<file path="src/rtl/semaforo_pkg.sv">
// Shared types and helpers for the three-road lamp monitor.
// The decoder turns a raw lamp vector into legality, fault causes and the green road.
package semaforo_pkg;

    typedef enum logic [1:0] {
        ROAD_NONE = 2'd0,
        ROAD_A    = 2'd1,
        ROAD_B    = 2'd2,
        ROAD_C    = 2'd3
    } road_t;

    typedef enum logic [1:0] {
        WAIT  = 2'd0,
        RUN   = 2'd1,
        FAULT = 2'd2
    } mon_state_t;

    localparam int FC_PAIR  = 0;
    localparam int FC_MULTI = 1;
    localparam int LAMP_W   = 6;

    typedef struct packed {
        logic       legal;
        logic [1:0] causes;
        road_t      green;
    } lamp_info_t;

    // Vector order is {VDA,VMA,VDB,VMB,VDC,VMC}; road A ends up in bit 0 of vd/vm.
    function automatic lamp_info_t decode_lamps(input logic [LAMP_W-1:0] v);
        lamp_info_t r;
        logic [2:0] vd;
        logic [2:0] vm;
        vd = {v[1], v[3], v[5]};
        vm = {v[0], v[2], v[4]};
        r.causes           = 2'b00;
        r.causes[FC_PAIR]  = |(~(vd ^ vm));
        r.causes[FC_MULTI] = ((vd & (vd - 3'd1)) != 3'd0);
        r.legal            = (r.causes == 2'b00);
        if (vd[0]) begin
            r.green = ROAD_A;
        end else if (vd[1]) begin
            r.green = ROAD_B;
        end else if (vd[2]) begin
            r.green = ROAD_C;
        end else begin
            r.green = ROAD_NONE;
        end
        return r;
    endfunction

    function automatic logic [2:0] road_mask(input road_t road);
        logic [2:0] m;
        case (road)
            ROAD_A:  m = 3'b001;
            ROAD_B:  m = 3'b010;
            ROAD_C:  m = 3'b100;
            default: m = 3'b000;
        endcase
        return m;
    endfunction

endpackage

</file>
<file path="src/rtl/semaforo_monitor_if.sv">
// Lamp drive lines between the light decoder (master) and the lamp-side monitor (slave).
interface semaforo_monitor_if;
    logic VDA;
    logic VMA;
    logic VDB;
    logic VMB;
    logic VDC;
    logic VMC;

    modport master (output VDA, VMA, VDB, VMB, VDC, VMC);
    modport slave  (input  VDA, VMA, VDB, VMB, VDC, VMC);
endinterface

</file>
<file path="src/rtl/semaforo_monitor_lamp_debounce.sv">
// Debounces a lamp vector: it is accepted once seen on STABLE_CYCLES+1 consecutive edges.
// accept and vec are combinational so the consumer can register the result on that same edge.
module lamp_debounce #(
    parameter int WIDTH         = 6,
    parameter int STABLE_CYCLES = 4
) (
    input  logic             clk,
    input  logic             reset,
    input  logic             restart,
    input  logic [WIDTH-1:0] lamps,
    output logic [WIDTH-1:0] vec,
    output logic             accept
);
    localparam int CW = (STABLE_CYCLES < 1) ? 1 : $clog2(STABLE_CYCLES + 1);
    localparam logic [CW-1:0] TARGET = CW'(STABLE_CYCLES);

    logic [WIDTH-1:0] sample;
    logic [WIDTH-1:0] held;
    logic             have;
    logic             held_valid;
    logic [CW-1:0]    count;
    logic [CW-1:0]    count_next;
    logic             load;

    // Re-accepting the vector already held is suppressed, so a glitch that returns to it is invisible.
    always_comb begin
        load = restart || !have || (lamps != sample);
        if (load) begin
            count_next = '0;
        end else if (count == TARGET) begin
            count_next = count;
        end else begin
            count_next = count + CW'(1);
        end
        accept = (count_next == TARGET) && (load || (count != TARGET))
                 && (restart || !held_valid || (lamps != held));
        vec    = accept ? lamps : held;
    end

    always_ff @(posedge clk) begin
        if (reset) begin
            sample     <= '0;
            held       <= '0;
            have       <= 1'b0;
            held_valid <= 1'b0;
            count      <= '0;
        end else begin
            sample <= lamps;
            have   <= 1'b1;
            count  <= count_next;
            if (accept) begin
                held       <= lamps;
                held_valid <= 1'b1;
            end else if (restart) begin
                held_valid <= 1'b0;
            end
        end
    end

endmodule

</file>
<file path="src/rtl/semaforo_monitor.sv">
// Lamp-side monitor: debounces the six lamp lines, tracks the green road, dwell time,
// per-road starvation and sticky safety faults. All outputs are registered.
module semaforo_monitor
    import semaforo_pkg::*;
#(
    parameter int STABLE_CYCLES = 4,
    parameter int MAX_WAIT      = 1000,
    parameter int CNT_W         = 16
) (
    input  logic               clk,
    input  logic               reset,
    semaforo_monitor_if.slave  lamps,
    input  logic               clear_fault,
    output logic [1:0]         green_sel,
    output logic               green_valid,
    output logic               phase_change,
    output logic [CNT_W-1:0]   dwell,
    output logic               fault,
    output logic [1:0]         fault_code,
    output logic [2:0]         starve
);
    localparam logic [CNT_W-1:0] WAIT_LIMIT = CNT_W'(MAX_WAIT);
    localparam logic [CNT_W-1:0] DWELL_MAX  = '1;

    mon_state_t        state;
    logic [LAMP_W-1:0] lamp_vec;
    logic [LAMP_W-1:0] acc_vec;
    logic              accept;
    logic              restart;
    lamp_info_t        info;
    road_t             run_sel;
    logic [2:0]        green_now;
    logic [2:0]        green_was;
    logic [CNT_W-1:0]  wait_cnt [3];

    assign lamp_vec = {lamps.VDA, lamps.VMA, lamps.VDB, lamps.VMB, lamps.VDC, lamps.VMC};
    assign restart  = (state == FAULT) && clear_fault;

    lamp_debounce #(
        .WIDTH         (LAMP_W),
        .STABLE_CYCLES (STABLE_CYCLES)
    ) u_debounce (
        .clk     (clk),
        .reset   (reset),
        .restart (restart),
        .lamps   (lamp_vec),
        .vec     (acc_vec),
        .accept  (accept)
    );

    // run_sel is the green road in force for this edge while staying in RUN.
    always_comb begin
        info      = decode_lamps(acc_vec);
        run_sel   = accept ? info.green : road_t'(green_sel);
        green_now = road_mask(run_sel);
        green_was = road_mask(road_t'(green_sel));
    end

    always_ff @(posedge clk) begin
        if (reset) begin
            state        <= WAIT;
            green_sel    <= 2'b00;
            green_valid  <= 1'b0;
            phase_change <= 1'b0;
            dwell        <= '0;
            fault        <= 1'b0;
            fault_code   <= 2'b00;
            starve       <= 3'b000;
            for (int i = 0; i < 3; i++) begin
                wait_cnt[i] <= '0;
            end
        end else begin
            phase_change <= 1'b0;
            case (state)
                WAIT: begin
                    if (accept && info.legal) begin
                        state       <= RUN;
                        green_sel   <= info.green;
                        green_valid <= 1'b1;
                        dwell       <= '0;
                        starve      <= starve & ~road_mask(info.green);
                        for (int i = 0; i < 3; i++) begin
                            wait_cnt[i] <= '0;
                        end
                    end else if (accept) begin
                        state      <= FAULT;
                        fault      <= 1'b1;
                        fault_code <= fault_code | info.causes;
                    end
                end

                RUN: begin
                    if (accept && !info.legal) begin
                        state       <= FAULT;
                        green_valid <= 1'b0;
                        fault       <= 1'b1;
                        fault_code  <= fault_code | info.causes;
                    end else begin
                        green_sel <= run_sel;
                        if (accept && (run_sel != road_t'(green_sel))) begin
                            phase_change <= 1'b1;
                            dwell        <= '0;
                        end else if (dwell != DWELL_MAX) begin
                            dwell <= dwell + CNT_W'(1);
                        end
                        // A road's red period restarts when it was green until this edge.
                        for (int i = 0; i < 3; i++) begin
                            if (green_now[i]) begin
                                wait_cnt[i] <= '0;
                                starve[i]   <= 1'b0;
                            end else if (accept && green_was[i]) begin
                                wait_cnt[i] <= '0;
                            end else if (wait_cnt[i] != WAIT_LIMIT) begin
                                wait_cnt[i] <= wait_cnt[i] + CNT_W'(1);
                                if (wait_cnt[i] + CNT_W'(1) == WAIT_LIMIT) begin
                                    starve[i] <= 1'b1;
                                end
                            end
                        end
                    end
                end

                FAULT: begin
                    if (restart) begin
                        state      <= WAIT;
                        fault      <= 1'b0;
                        fault_code <= 2'b00;
                    end else if (accept && !info.legal) begin
                        fault_code <= fault_code | info.causes;
                    end
                end

                default: state <= WAIT;
            endcase
        end
    end

endmodule
</file>
<file path="src/flat_wrapper.sv">
// flat-port wrapper written by rule: the top's interface ports become plain ports
module semaforo_monitor_flat import semaforo_pkg::*;
#(
    parameter int STABLE_CYCLES = 4,
    parameter int MAX_WAIT      = 1000,
    parameter int CNT_W         = 16
)
  (clk, reset, clear_fault, green_sel, green_valid, phase_change, dwell, fault, fault_code, starve, lamps_VDA, lamps_VMA, lamps_VDB, lamps_VMB, lamps_VDC, lamps_VMC);
  semaforo_monitor_if lamps_i ();
  input  logic clk;
  input  logic reset;
  input  logic clear_fault;
  output logic [1:0] green_sel;
  output logic green_valid;
  output logic phase_change;
  output logic [CNT_W-1:0] dwell;
  output logic fault;
  output logic [1:0] fault_code;
  output logic [2:0] starve;
  input wire logic [$bits(lamps_i.VDA)-1:0] lamps_VDA;
  input wire logic [$bits(lamps_i.VMA)-1:0] lamps_VMA;
  input wire logic [$bits(lamps_i.VDB)-1:0] lamps_VDB;
  input wire logic [$bits(lamps_i.VMB)-1:0] lamps_VMB;
  input wire logic [$bits(lamps_i.VDC)-1:0] lamps_VDC;
  input wire logic [$bits(lamps_i.VMC)-1:0] lamps_VMC;
  assign lamps_i.VDA = lamps_VDA;
  assign lamps_i.VMA = lamps_VMA;
  assign lamps_i.VDB = lamps_VDB;
  assign lamps_i.VMB = lamps_VMB;
  assign lamps_i.VDC = lamps_VDC;
  assign lamps_i.VMC = lamps_VMC;
  semaforo_monitor #(.STABLE_CYCLES(STABLE_CYCLES), .MAX_WAIT(MAX_WAIT), .CNT_W(CNT_W)) u_core (.clk(clk), .reset(reset), .lamps(lamps_i), .clear_fault(clear_fault), .green_sel(green_sel), .green_valid(green_valid), .phase_change(phase_change), .dwell(dwell), .fault(fault), .fault_code(fault_code), .starve(starve));
endmodule
</file>
<file path="config.mk">
export PLATFORM = sky130hd
export DESIGN_NAME = semaforo_monitor_flat
export DESIGN_NICKNAME = d
export VERILOG_FILES = /design/src/rtl/semaforo_pkg.sv /design/src/rtl/semaforo_monitor_if.sv /design/src/rtl/semaforo_monitor_lamp_debounce.sv /design/src/rtl/semaforo_monitor.sv /design/src/flat_wrapper.sv
export SDC_FILE = /design/constraint.sdc
export NUM_CORES = 1
export LEC_CHECK = 0
export CAP_MARGIN = 10
export CORE_MARGIN = 2
export CORE_UTILIZATION = 35
export CTS_CLUSTER_DIAMETER = 120
export DETAILED_ROUTE_END_ITERATION = 8
export PLACE_DENSITY = 0.51
export REMOVE_ABC_BUFFERS = 1
export SETUP_SLACK_MARGIN = 0.4
export SLEW_MARGIN = 20
export SYNTH_ARGS = -nofsm -noshare
export SYNTH_HDL_FRONTEND = slang
export SYNTH_SLANG_ARGS = --single-unit
</file>
<file path="constraint.sdc">
create_clock -name clk -period 4.4 [get_ports clk]
set_input_delay 0.44 -clock clk [delete_from_list [all_inputs] [get_ports clk]]
set_output_delay 0.44 -clock clk [all_outputs]
set_load 0.02 [all_outputs]
</file>
; ---- Word level (Yosys, flattened, before mapping)
; Memories as Yosys holds them, arrays and structs flattened.
; Index checks and enable logic that the tools add are counted.
[op_classes]
add_sub_neg = 6
n_reduce_logical = 34
multipliers = 0
n_shift = 0
eq_ne = 41
div = 0
magnitude_cmp = 0
bitwise = 19
mux = 129
[ops]
columns = op, n
row1 = $mux W16, 16
row2 = $mux W1, 81
row3 = $add A16 B1 Y16 const B, 4
row4 = $eq A16 B10 Y1 const B, 3
row5 = $ne A16 B10 Y1 const B, 3
row6 = $pmux W16 S2, 1
row7 = $mux W2, 14
row8 = $pmux W3 S3, 3
row9 = $ne A3 B1 Y1 const B, 8
row10 = $mux W3, 7
row11 = $reduce_and A6 Y1, 3
row12 = $ne A16 B16 Y1 const B, 1
row13 = $eq A2 B2 Y1 const B, 7
row14 = $ne A6 B6 Y1, 2
row15 = $or A1 B1 Y1, 12
row16 = $pmux W2 S3, 2
row17 = $reduce_and A3 Y1, 4
row18 = $logic_and A1 B1 Y1, 9
row19 = $ne A3 B2 Y1 const B, 3
row20 = $eq A2 B1 Y1 const B, 4
row21 = $and A3 B3 Y3, 2
row22 = $eq A3 B3 Y1 const B, 2
row23 = $mux W6, 1
row24 = $ne A2 B1 Y1 const B, 3
row25 = other kinds (21), 34
[word_totals]
ff_bits = 45
latch_bits = 0
word_cells = 245
inputBits = 9
ram_bits = 48
out_inout_bits = 26
romBits = 0
memories = 1
[memory_table]
columns = memory, depth, width, read_ports, rd_clocked_by_memory_dff, wr, line_no
row1 = u_core.wait_cnt, 3, 16, 3, 0, 3, semaforo_monitor.sv:34  ; logic [CNT_W-1:0] wait_cnt [3];

; ---- Depth between registers and ports, before layout
; Gate-level depths: netlist of the first run.
[depth]
ltp_word = 23
depth_mapped = 12
mapped_depth_nobuf = 9

; ---- By module
; Synthesis of the first run repeated with hierarchy kept, for this count alone.
[hier_totals]
hier_cells = 658
hier_area_um2 = 5941.9
[modules_own_cells]
columns = module, area_per_inst_um2, cells_per_inst, seq_area_each_um2, n_inst
row1 = semaforo_monitor, 5122.4, 577, 2001.9, 1
row2 = lamp_debounce, 819.5, 81, 340.3, 1

; ---- Least setup slack after synthesis of the first run
; OpenSTA, ideal clock, no wires.
[synth_path]
path_type = reg2reg
start = register u_core.u_debounce.count[0]
end = memory u_core.wait_cnt[1][0], enable pin
t_arrival_ns = 3.165
stages_incl_launch_ff = 11
path_buffers = 1
slack_ns = 0.843
period_less_slack_ns = 3.557
setup_time_ns = 0.392
path_cell_list = dfxtp_1 inv_1 ha_1 or3b_1 a211o_1 or3_4 buf_6 or4_1 a211o_1 a2bb2oi_2 o21bai_1
[synth_lines]
columns = element, line_no
row1 = "start, declared", semaforo_monitor_lamp_debounce.sv:21  ; logic [CW-1:0] count;
row2 = "start signal, assigned", semaforo_monitor_lamp_debounce.sv:50  ; count <= count_next;
row3 = "end, declared", semaforo_monitor.sv:34

==> impl_metrics.ini, run 1 <==
[synthesis]
synthesis.instances = 652
ys.warnings.count = 0
synth.largest_area_cell = edfxtp_1
synth-edff-count = 48
synth_area_per_cell_um2 = 8.72
synth_ff_type = edfxtp_1
synth_top_area_share_pct = 25.3
netlist_area_um2 = 5690
ys_top_cells_by_area = edfxtp_1 25%, dfxtp_1 16%, xnor2_1 5.9%
synth_most_common_cell = nor2_1
netlist_top_cells_count = 83 x nor2_1, 54 x nand2_1, 48 x edfxtp_1, 45 x dfxtp_1
ys_ff_latch = 93
synth.distinct_cells = 65
ys_seq_area_share_pct = 41.2
async_flop_share_pct = 0

[timing]
setup_violations = 0
fin_crit_sh_pct = 81.8
finClkSkew_ns = 0.0118
setup_tns_ns = 0
relSlewSlack_pct = 40.4
fmax_ghz = 0.278
grt_setup_unrepaired = no
period_needed_ns = 3.60
slew_violations = 0
final-hold-violation-count = 0
worst_pin_slew_ns = 0.891

[detailed_routing]
detail-route-antenna-nets = 0
route.detailed.drc = 0
wire_per_inst_um = 15.1
vias = 4732
via_per_inst = 5.30
drtPass1Iterations = 5
routed_wirelength_um = 13500
drt_iter0_drc = 275

[hold_path]
hp-class = reg -> reg

[grt]
grt_max_degree = 25
gr-total-overflow = 0
grt_pass1_wl_um = 23200
first_global_vias = 4590
antenna_found_initial = 0
gr-usage-all-layers_pct = 16.3

[clocking]
clk_pin_slew_ns = 0.07
clock_path_buffers = 2
cts_root_buffer = clkbuf_16
cts_num_sinks = 93
cts_buffers = 9
tritoncts = built
cts_resized = 0
htree_levels = 3
post_cts_buffers = 0
cts_hold_buf = 0
clock_latency_ns = 0.35

[critical_path]
worstPathRequired_ns = 4.44
path_cells = inv_1 > ha_1 > or3b_1 > a211o_1 > or3_4 > or4_1 > a211o_1 > a2bb2oi_2 > o21bai_1 > buf_4
worst-path-max-fanout = 16
critPathLaunchType = register
cpMostUsedCell = a211o_1
crit_type = reg -> reg
worst_path_max_delay_cell = or4_1
end_kind = register
critPathMaxStageDelay_ns = 0.55
worstPathArrival_ns = 3.64

[pwr]
ir_drop_mv = 0.174
p_leak_uw = 0.00216
cellPowerDensity_nw_per_um2 = 282

[finish]
drive_gt1_share_pct = 6.07
diodes = 0
multiInputGateArea_um2 = 3080
ff_latch_area_um2 = 2340
fill_cells = 1598
layout.cells.non_filler = 892
synthToLayoutAreaGrowth_pct = 14.8
nets = 693

[placed_design]
dp.cells = 876
portBuffers = 34
place_congestion = 0.828
detailed_place_hpwl_um = 9310

[run]
maxCapViolations = 0

[floorplan]
start_util_pct = 35.8
die_area_um2 = 17300
num_rows = 46
dieWidth_um = 131
core_area_um2 = 15900
die_h_um = 131
ios = 35

[outcome]
status = finished, final reports clean
==> worst paths after layout <==
kind	from	slack [ns]	cells after the start	to
max	u_core.u_debounce.count[0]$_SDFF_PP0_	0.80	10	u_core.wait_cnt[2][11]$_SDFFCE_PN0P_
min	u_core.fault$_SDFFE_PP0P_	0.47	2	u_core.fault$_SDFFE_PP0P_
max reg2reg	u_core.u_debounce.count[0]$_SDFF_PP0_	0.80	10	u_core.wait_cnt[2][11]$_SDFFCE_PN0P_
min reg2reg	u_core.fault$_SDFFE_PP0P_	0.47	2	u_core.fault$_SDFFE_PP0P_
==> layout make-up <==
type / instances / area share, %
Inverter: 25 / 1.44
Tap cell: 216 / 4.14
Clock buffer: 14 / 4.50
Sequential cell: 93 / 35.9
Clock inverter: 2 / 0.211
Timing Repair Buffer: 46 / 6.59
Multi-Input combinational cell: 496 / 47.2
==> through the flow <==
step / instance area (um^2) / power (uW) / setup slack, ns / hold slack, ns / util [%]
global placement: 6220 / 1060 / 0.535 / 0.463 / 39.2
global route: 6530 / 1920 / 0.639 / 0.507 / 41.1
floorplan: 5520 / 1020 / 0.531 / 0.466 / -
finish: 6530 / 1840 / 0.801 / 0.475 / 41.1
CTS: 6530 / 1870 / 0.824 / 0.476 / 41.1
detailed placement: 6220 / 1070 / 0.475 / 0.467 / 39.2
==> report_power, final <==
group	switching, uW	internal [uW]
combinational	52.5	41.2
sequential	24.6	928
clock	332	461
==> sequential cells by signal, indices dropped and copies added (netlist names) <==
name and count:
u_core.wait_cnt 48, u_core.dwell 16, u_core.u_debounce.held 6, u_core.u_debounce.sample 6
u_core.starve 3, u_core.u_debounce.count 3, u_core.fault_code 2, u_core.green_sel 2
u_core.state 2, u_core.fault 1, u_core.green_valid 1, u_core.phase_change 1
u_core.u_debounce.have 1, u_core.u_debounce.held_valid 1
==> layout by cell type, fill, tap and decap left out, types with 4 or more instances in the layout <==
| cell type | instances |
|---|---|
| a41oi_1 | 4 |
| xnor2_1 | 38 |
| o21ai_0 | 14 |
| edfxtp_1 | 48 |
| and2_1 | 9 |
| and4_1 | 9 |
| inv_1 | 25 |
| dfxtp_1 | 45 |
| nor2_1 | 83 |
| or3_1 | 12 |
| clkbuf_8 | 5 |
| ha_1 | 13 |
| clkbuf_16 | 9 |
| a31o_2 | 4 |
| nand2b_1 | 5 |
| nor3_1 | 19 |
| a31oi_1 | 11 |
| nand3_1 | 38 |
| nand2_1 | 54 |
| and3_1 | 10 |
| a211oi_1 | 5 |
| o31ai_1 | 4 |
| nand3b_1 | 5 |
| buf_4 | 12 |
| mux2i_1 | 5 |
| clkdlybuf4s50_1 | 34 |
| xor2_1 | 29 |
| o21bai_1 | 4 |
| a21oi_1 | 31 |
| nor4_1 | 11 |
| nor2b_1 | 14 |
| nand4_1 | 20 |
==> cell families (layout without fill, tap and decap cells) <==
group / count (synthesis) / count (layout) / share of synthesized area (%)
compound gates: 107 / 107 / 12.8
buf+inv: 63 / 87 / 4.62
xor+xnor: 67 / 67 / 10.3
mux: 7 / 7 / 1.28
fa+ha+maj: 14 / 14 / 3.04
simple gates: 301 / 301 / 26.7
flops: 93 / 93 / 41.2
==> worst max-delay path: cells and delay by family (launching register included) <==
family / cells / cell delay (ns)
compound gates: 4 / 1.00
buf+inv: 2 / 0.35
flops: 1 / 0.37
fa+ha+maj: 1 / 0.22
simple gates: 3 / 1.34
==> layer usage <==
metal | GRT usage [%] | part of all wire, % | vias up
met3 | 4.40 | 5.3 | 18
met5 | 0 | 0 | -
met1 | 22.6 | 50 | 2228
li1 | - | - | 2380
met4 | 5.80 | 1.7 | 0
met2 | 24.4 | 43 | 106
No activity file was read; power rests on OpenSTA's default activity.
==> run 2, diff against run 1 <==
--- a/config.mk
+++ b/config.mk
@@ -10,7 +10,7 @@
 export CORE_UTILIZATION = 35
 export CTS_CLUSTER_DIAMETER = 120
 export DETAILED_ROUTE_END_ITERATION = 8
-export PLACE_DENSITY = 0.51
+export PLACE_DENSITY = 0.53
 export REMOVE_ABC_BUFFERS = 1
 export SETUP_SLACK_MARGIN = 0.4
 export SLEW_MARGIN = 20
==> constraint.sdc (replaced) <==
create_clock -name clk -period 3.1 [get_ports clk]
set_input_delay 0.31 -clock clk [delete_from_list [all_inputs] [get_ports clk]]
set_output_delay 0.31 -clock clk [all_outputs]
set_load 0.02 [all_outputs]
==> run 2 against run 1 <==
  * The run now ends with negative setup slack left
  * Cell count up 5.4%
  * Fmax grew 15%
  * Core utilization is 5.3 points higher
  * Sequential share of layout area decreased by 4.1 points
  * Global-route usage up 0.10 points
  * Critical endpoint is now u_core.wait_cnt[0][12]$_SDFFCE_PN0P_
  * Largest cell class unchanged
==> impl_metrics.ini, run 2 (synthesized netlist as in run 1, its figures left out) <==
[grt]
first_global_vias = 4689
gr-usage-all-layers_pct = 16.4
grt_max_degree = 25
grt_util_met3_pct = 4.36
grt_pass1_wl_um = 23300
grt_use_met1_pct = 22.1
gr-total-overflow = 0
antenna_found_initial = 0
globalRouteMet2Util_pct = 25.7
top_usage_layer = met2

[detailed_routing]
route.detailed.drc = 0
via_per_inst = 5.26
routed_wirelength_um = 14300
wire_per_inst_um = 15.2
drt_iter0_drc = 277
drtPass1Iterations = 5
detail-route-antenna-nets = 0
vias = 4946

[clocking]
cts_buffers = 9
htree_levels = 3
clk_pin_slew_ns = 0.06
cts_hold_buf = 0
cts_num_sinks = 93
clock_path_buffers = 2
tritoncts = built
cts_root_buffer = clkbuf_16
clock_latency_ns = 0.35

[floorplan]
die_h_um = 131
die_area_um2 = 17300
ios = 35
start_util_pct = 35.8
dieWidth_um = 131
core_area_um2 = 15900
num_rows = 46

[timing]
worst_pin_slew_ns = 0.612
grt_setup_unrepaired = yes
fmax_ghz = 0.318
setup_violations = 48
period_needed_ns = 3.14
fin_ws_ns = -0.0432
final-hold-violation-count = 0
relSlewSlack_pct = 59.0
slew_violations = 0
fin_crit_sh_pct = 101
finClkSkew_ns = 0.00864

[finish]
fill_cells = 1541
largest_register_ffs = 48
final_cell_mix = 80 x nor2_1, 53 x nand2_1, 48 x edfxtp_1
nets = 741
top_register = u_core.wait_cnt
largestRegisters = u_core.wait_cnt x48, u_core.dwell x16
layout.cells.non_filler = 940
drive_gt1_share_pct = 17.5
synthToLayoutAreaGrowth_pct = 29.7
final_common_cell = nor2_1
diodes = 0

[placed_design]
dp.cells = 912
place_congestion = 0.851
portBuffers = 34
detailed_place_hpwl_um = 9740

[pwr]
cellPowerDensity_nw_per_um2 = 358
power.total_uw = 2640
ir_drop_mv = 0.254
p_leak_uw = 0.00252

[run]
maxCapViolations = 0

[critical_path]
worstPathArrival_ns = 3.21
critPathLaunchType = register
worstPathRequired_ns = 3.16
end_kind = register
worst-path-max-fanout = 8
crit_type = reg -> reg

[hold_path]
hp-class = reg -> reg

[outcome]
violations = negative setup slack
status = finished with violations
run 2: changes by cell type in the layout (fill, tap and decap cells not counted), moves of 4 or more:
cell and delta:
clkbuf_1 +4, clkbuf_8 -4, a21oi_1 -4, buf_4 +25, buf_12 +6, clkbuf_16 +5, buf_6 +10
run 2: final cells by class:
type                    count  area, um^2  share of cell area, %
repair buffers             94         998                   13.5
well taps                 216         270                   3.66
flip-flops and latches     93        2350                   31.8
inverters                  25        93.8                   1.27
clock buffers              16         304                   4.12
multi-input cells         496        3360                   45.6
run 2: final timing paths:
path | from | end | slack, ns | cells past startpoint
setup / recovery | u_core.u_debounce.count[0]$_SDFF_PP0_ | u_core.wait_cnt[0][12]$_SDFFCE_PN0P_ | -0.04 | 10
hold / removal | u_core.fault$_SDFFE_PP0P_ | u_core.fault$_SDFFE_PP0P_ | 0.48 | 2
setup reg to reg | u_core.u_debounce.count[0]$_SDFF_PP0_ | u_core.wait_cnt[0][12]$_SDFFCE_PN0P_ | -0.04 | 10
hold reg to reg | u_core.fault$_SDFFE_PP0P_ | u_core.fault$_SDFFE_PP0P_ | 0.48 | 2
run 2: through the flow:
stage               cell area [um^2]  util (%)  worst slack, ns  hold slack (ns)  setup TNS, ns
floorplan                       5520         -           -0.769            0.379         -32.40
global placement                6550      41.2           -0.258            0.471         -12.38
detailed placement              6550      41.2           -0.298            0.479         -14.47
CTS                             7110      44.8          -0.0535            0.490          -2.22
global route                    7370      46.4           -0.127            0.516          -5.68
finish                          7370      46.4          -0.0432            0.481          -1.34
run 2: power breakdown:
part	internal, uW	leakage (uW)	switching, uW
Sequential	1320	0.000861	34.7
Combinational	82.7	0.00151	82.7
Clock	666	0.000147	454
run 2: worst max-delay path, stage by stage, from the launching register on:
cell       delay, ns
dfxtp_2         0.35
inv_2           0.06
ha_4            0.15
or3b_1          0.34
a211o_1         0.27
or3_4           0.38
or4_4           0.48
a211o_1         0.30
a2bb2oi_4       0.17
o21bai_4        0.17
clkbuf_16       0.19
run 2: layer usage:
| layer | vias to the layer above | routed length, um |
|---|---|---|
| met1 | 2345 | 6940 |
| met2 | 95 | 6540 |
| met3 | 19 | 591 |
| met5 | - | 0 |
| met4 | 0 | 222 |
| li1 | 2487 | - |
run 2: repair_timing:
item	in CTS	in global routing
pin swaps	9	17
cloned	3	2
buffers inserted	2	5
resized for setup	42	39
endpoints found under the setup margin	120	120
==> run 3, diff against run 2 <==
--- a/config.mk
+++ b/config.mk
@@ -13,6 +13,7 @@
 export PLACE_DENSITY = 0.53
 export REMOVE_ABC_BUFFERS = 1
 export SETUP_SLACK_MARGIN = 0.4
+export SKIP_LAST_GASP = 1
 export SLEW_MARGIN = 20
 export SYNTH_ARGS = -nofsm -noshare
 export SYNTH_HDL_FRONTEND = slang
==> run 3 against run 2 <==
  * The run still ends with negative setup slack left
  * Wire length hardly changed
  * Non-clock buffer count did not move
  * Sequential power hardly changed
  * Global-route usage did not move
  * Fmax rose by 0.13%
  * Critical path depth did not move
  * Critical path type unchanged
  * Largest power group unchanged
  * Highest routed layer unchanged
==> impl_metrics.ini, run 3 (synthesized netlist as in run 1, its figures left out) <==
[outcome]
status = finished with violations
violations = negative setup slack

[critical_path]
worstPathArrival_ns = 3.20
worst_path_max_delay_cell = or4_4
cpMostUsedCell = a211o_1
worstPathRequired_ns = 3.16
worst-path-max-fanout = 8
crit_type = reg -> reg
critPathLaunchType = register
path_cells = inv_2 > ha_4 > or3b_1 > a211o_1 > or3_4 > or4_4 > a211o_1 > a2bb2oi_4 > o21bai_4 > buf_12
end_kind = register
critPathMaxStageDelay_ns = 0.48
worstRegToRegCells = 10

[grt]
grt_pass1_wl_um = 23300
first_global_vias = 4689
gr-usage-all-layers_pct = 16.4
antenna_found_initial = 0
gr-total-overflow = 0
grt_max_degree = 25

[clocking]
cts_num_sinks = 93
clk_pin_slew_ns = 0.06
clock_latency_ns = 0.35
cts_hold_buf = 0
clock_path_buffers = 2
cts_root_buffer = clkbuf_16
htree_levels = 3
tritoncts = built
cts_buffers = 9

[detailed_routing]
route.detailed.drc = 0
routed_wirelength_um = 14300
drtPass1Iterations = 5
wire_per_inst_um = 15.2
drt_iter0_drc = 288
via_per_inst = 5.28
detail-route-antenna-nets = 0
vias = 4962

[timing]
finClkSkew_ns = 0.00865
final-hold-violation-count = 0
fin_ws_ns = -0.0392
grt_setup_unrepaired = yes
setup_violations = 48
slew_violations = 0
whs_ns = 0.481
worst_pin_slew_ns = 0.613
fmax_ghz = 0.319
relSlewSlack_pct = 58.9
fin_crit_sh_pct = 101
period_needed_ns = 3.14
setup_tns_ns = -1.54

[floorplan]
ios = 35
dieWidth_um = 131
core_area_um2 = 15900
num_rows = 46
die_h_um = 131
start_util_pct = 35.8
die_area_um2 = 17300

[pwr]
p_leak_uw = 0.00252
cellPowerDensity_nw_per_um2 = 358
ir_drop_mv = 0.254

[hold_path]
hp-class = reg -> reg
min_path_cells = 2

[finish]
drive_gt1_share_pct = 17.4
nets = 741
final_common_cell = nor2_1
top_register = u_core.wait_cnt
final_cell_mix = 80 x nor2_1, 53 x nand2_1, 48 x edfxtp_1
fill_cells = 1542
largestRegisters = u_core.wait_cnt x48, u_core.dwell x16
diodes = 0
synthToLayoutAreaGrowth_pct = 29.6
largest_register_ffs = 48

[run]
maxCapViolations = 0

[placed_design]
portBuffers = 34
detailed_place_hpwl_um = 9740
place_congestion = 0.851
## run 3: cell count changes in the layout (fill, tap and decap cells not counted)
cell	change
buf_16	+1
o32ai_1	+1
o32ai_2	-1
clkbuf_16	-1
## run 3: area by class of cell
type                            count  area [um^2]  area share [%]
Clock buffer                       16          304            4.13
Inverter                           25         93.8            1.27
Multi-Input combinational cell    496         3350            45.5
Sequential cell                    93         2350            31.8
Tap cell                          216          270            3.67
Timing Repair Buffer               94         1000            13.6
## run 3: path summary, 6_finish.rpt
| path | start | endpoint | slack, ns |
|---|---|---|---|
| setup reg to reg | u_core.u_debounce.count[0]$_SDFF_PP0_ | u_core.wait_cnt[1][5]$_SDFFCE_PN0P_ | -0.04 |
| hold reg to reg | u_core.fault$_SDFFE_PP0P_ | u_core.fault$_SDFFE_PP0P_ | 0.48 |
| hold / removal | u_core.fault$_SDFFE_PP0P_ | u_core.fault$_SDFFE_PP0P_ | 0.48 |
| setup / recovery | u_core.u_debounce.count[0]$_SDFF_PP0_ | u_core.wait_cnt[1][5]$_SDFFCE_PN0P_ | -0.04 |
## run 3: report_power, final
group	switching (uW)	internal, uW
Combinational	83.0	83.3
Sequential	34.8	1320
Clock	452	665
Total	570	2070
## run 3: critical path: cells and delay by family (launching register included)
kind                     cells  cell delay [ns]
adder cells (fa/ha/maj)      1             0.15
buffers and inverters        2             0.22
flip-flops                   1             0.35
AND/OR/NAND/NOR              3             1.20
AO/OA/AOI/OAI                4             0.93
## run 3: per-stage QoR
stage	setup slack [ns]	instances	total power [uW]	utilization, %	cell area [um^2]
3_3_place_gp	-0.258	912	1530	41.2	6550
2_1_floorplan	-0.769	614	1450	-	5520
6_report	-0.0392	940	2640	46.4	7370
5_1_grt	-0.127	940	2750	46.4	7370
3_5_place_dp	-0.298	912	1530	41.2	6550
4_1_cts	-0.0535	933	2680	44.8	7110
## run 3: per-layer routing
layer / global-route usage, % / up-vias / share of wire, %
met5: 0 / - / 0
met3: 4.36 / 16 / 4.4
li1: - / 2477 / -
met1: 22.1 / 2366 / 48
met4: 5.01 / 0 / 1.4
met2: 25.7 / 103 / 46
## run 3: what timing repair did
action	CTS	global route
setup endpoints to repair	120	120
pin swaps	9	17
setup buffers	2	5
resized for setup	42	37
cloned	3	2
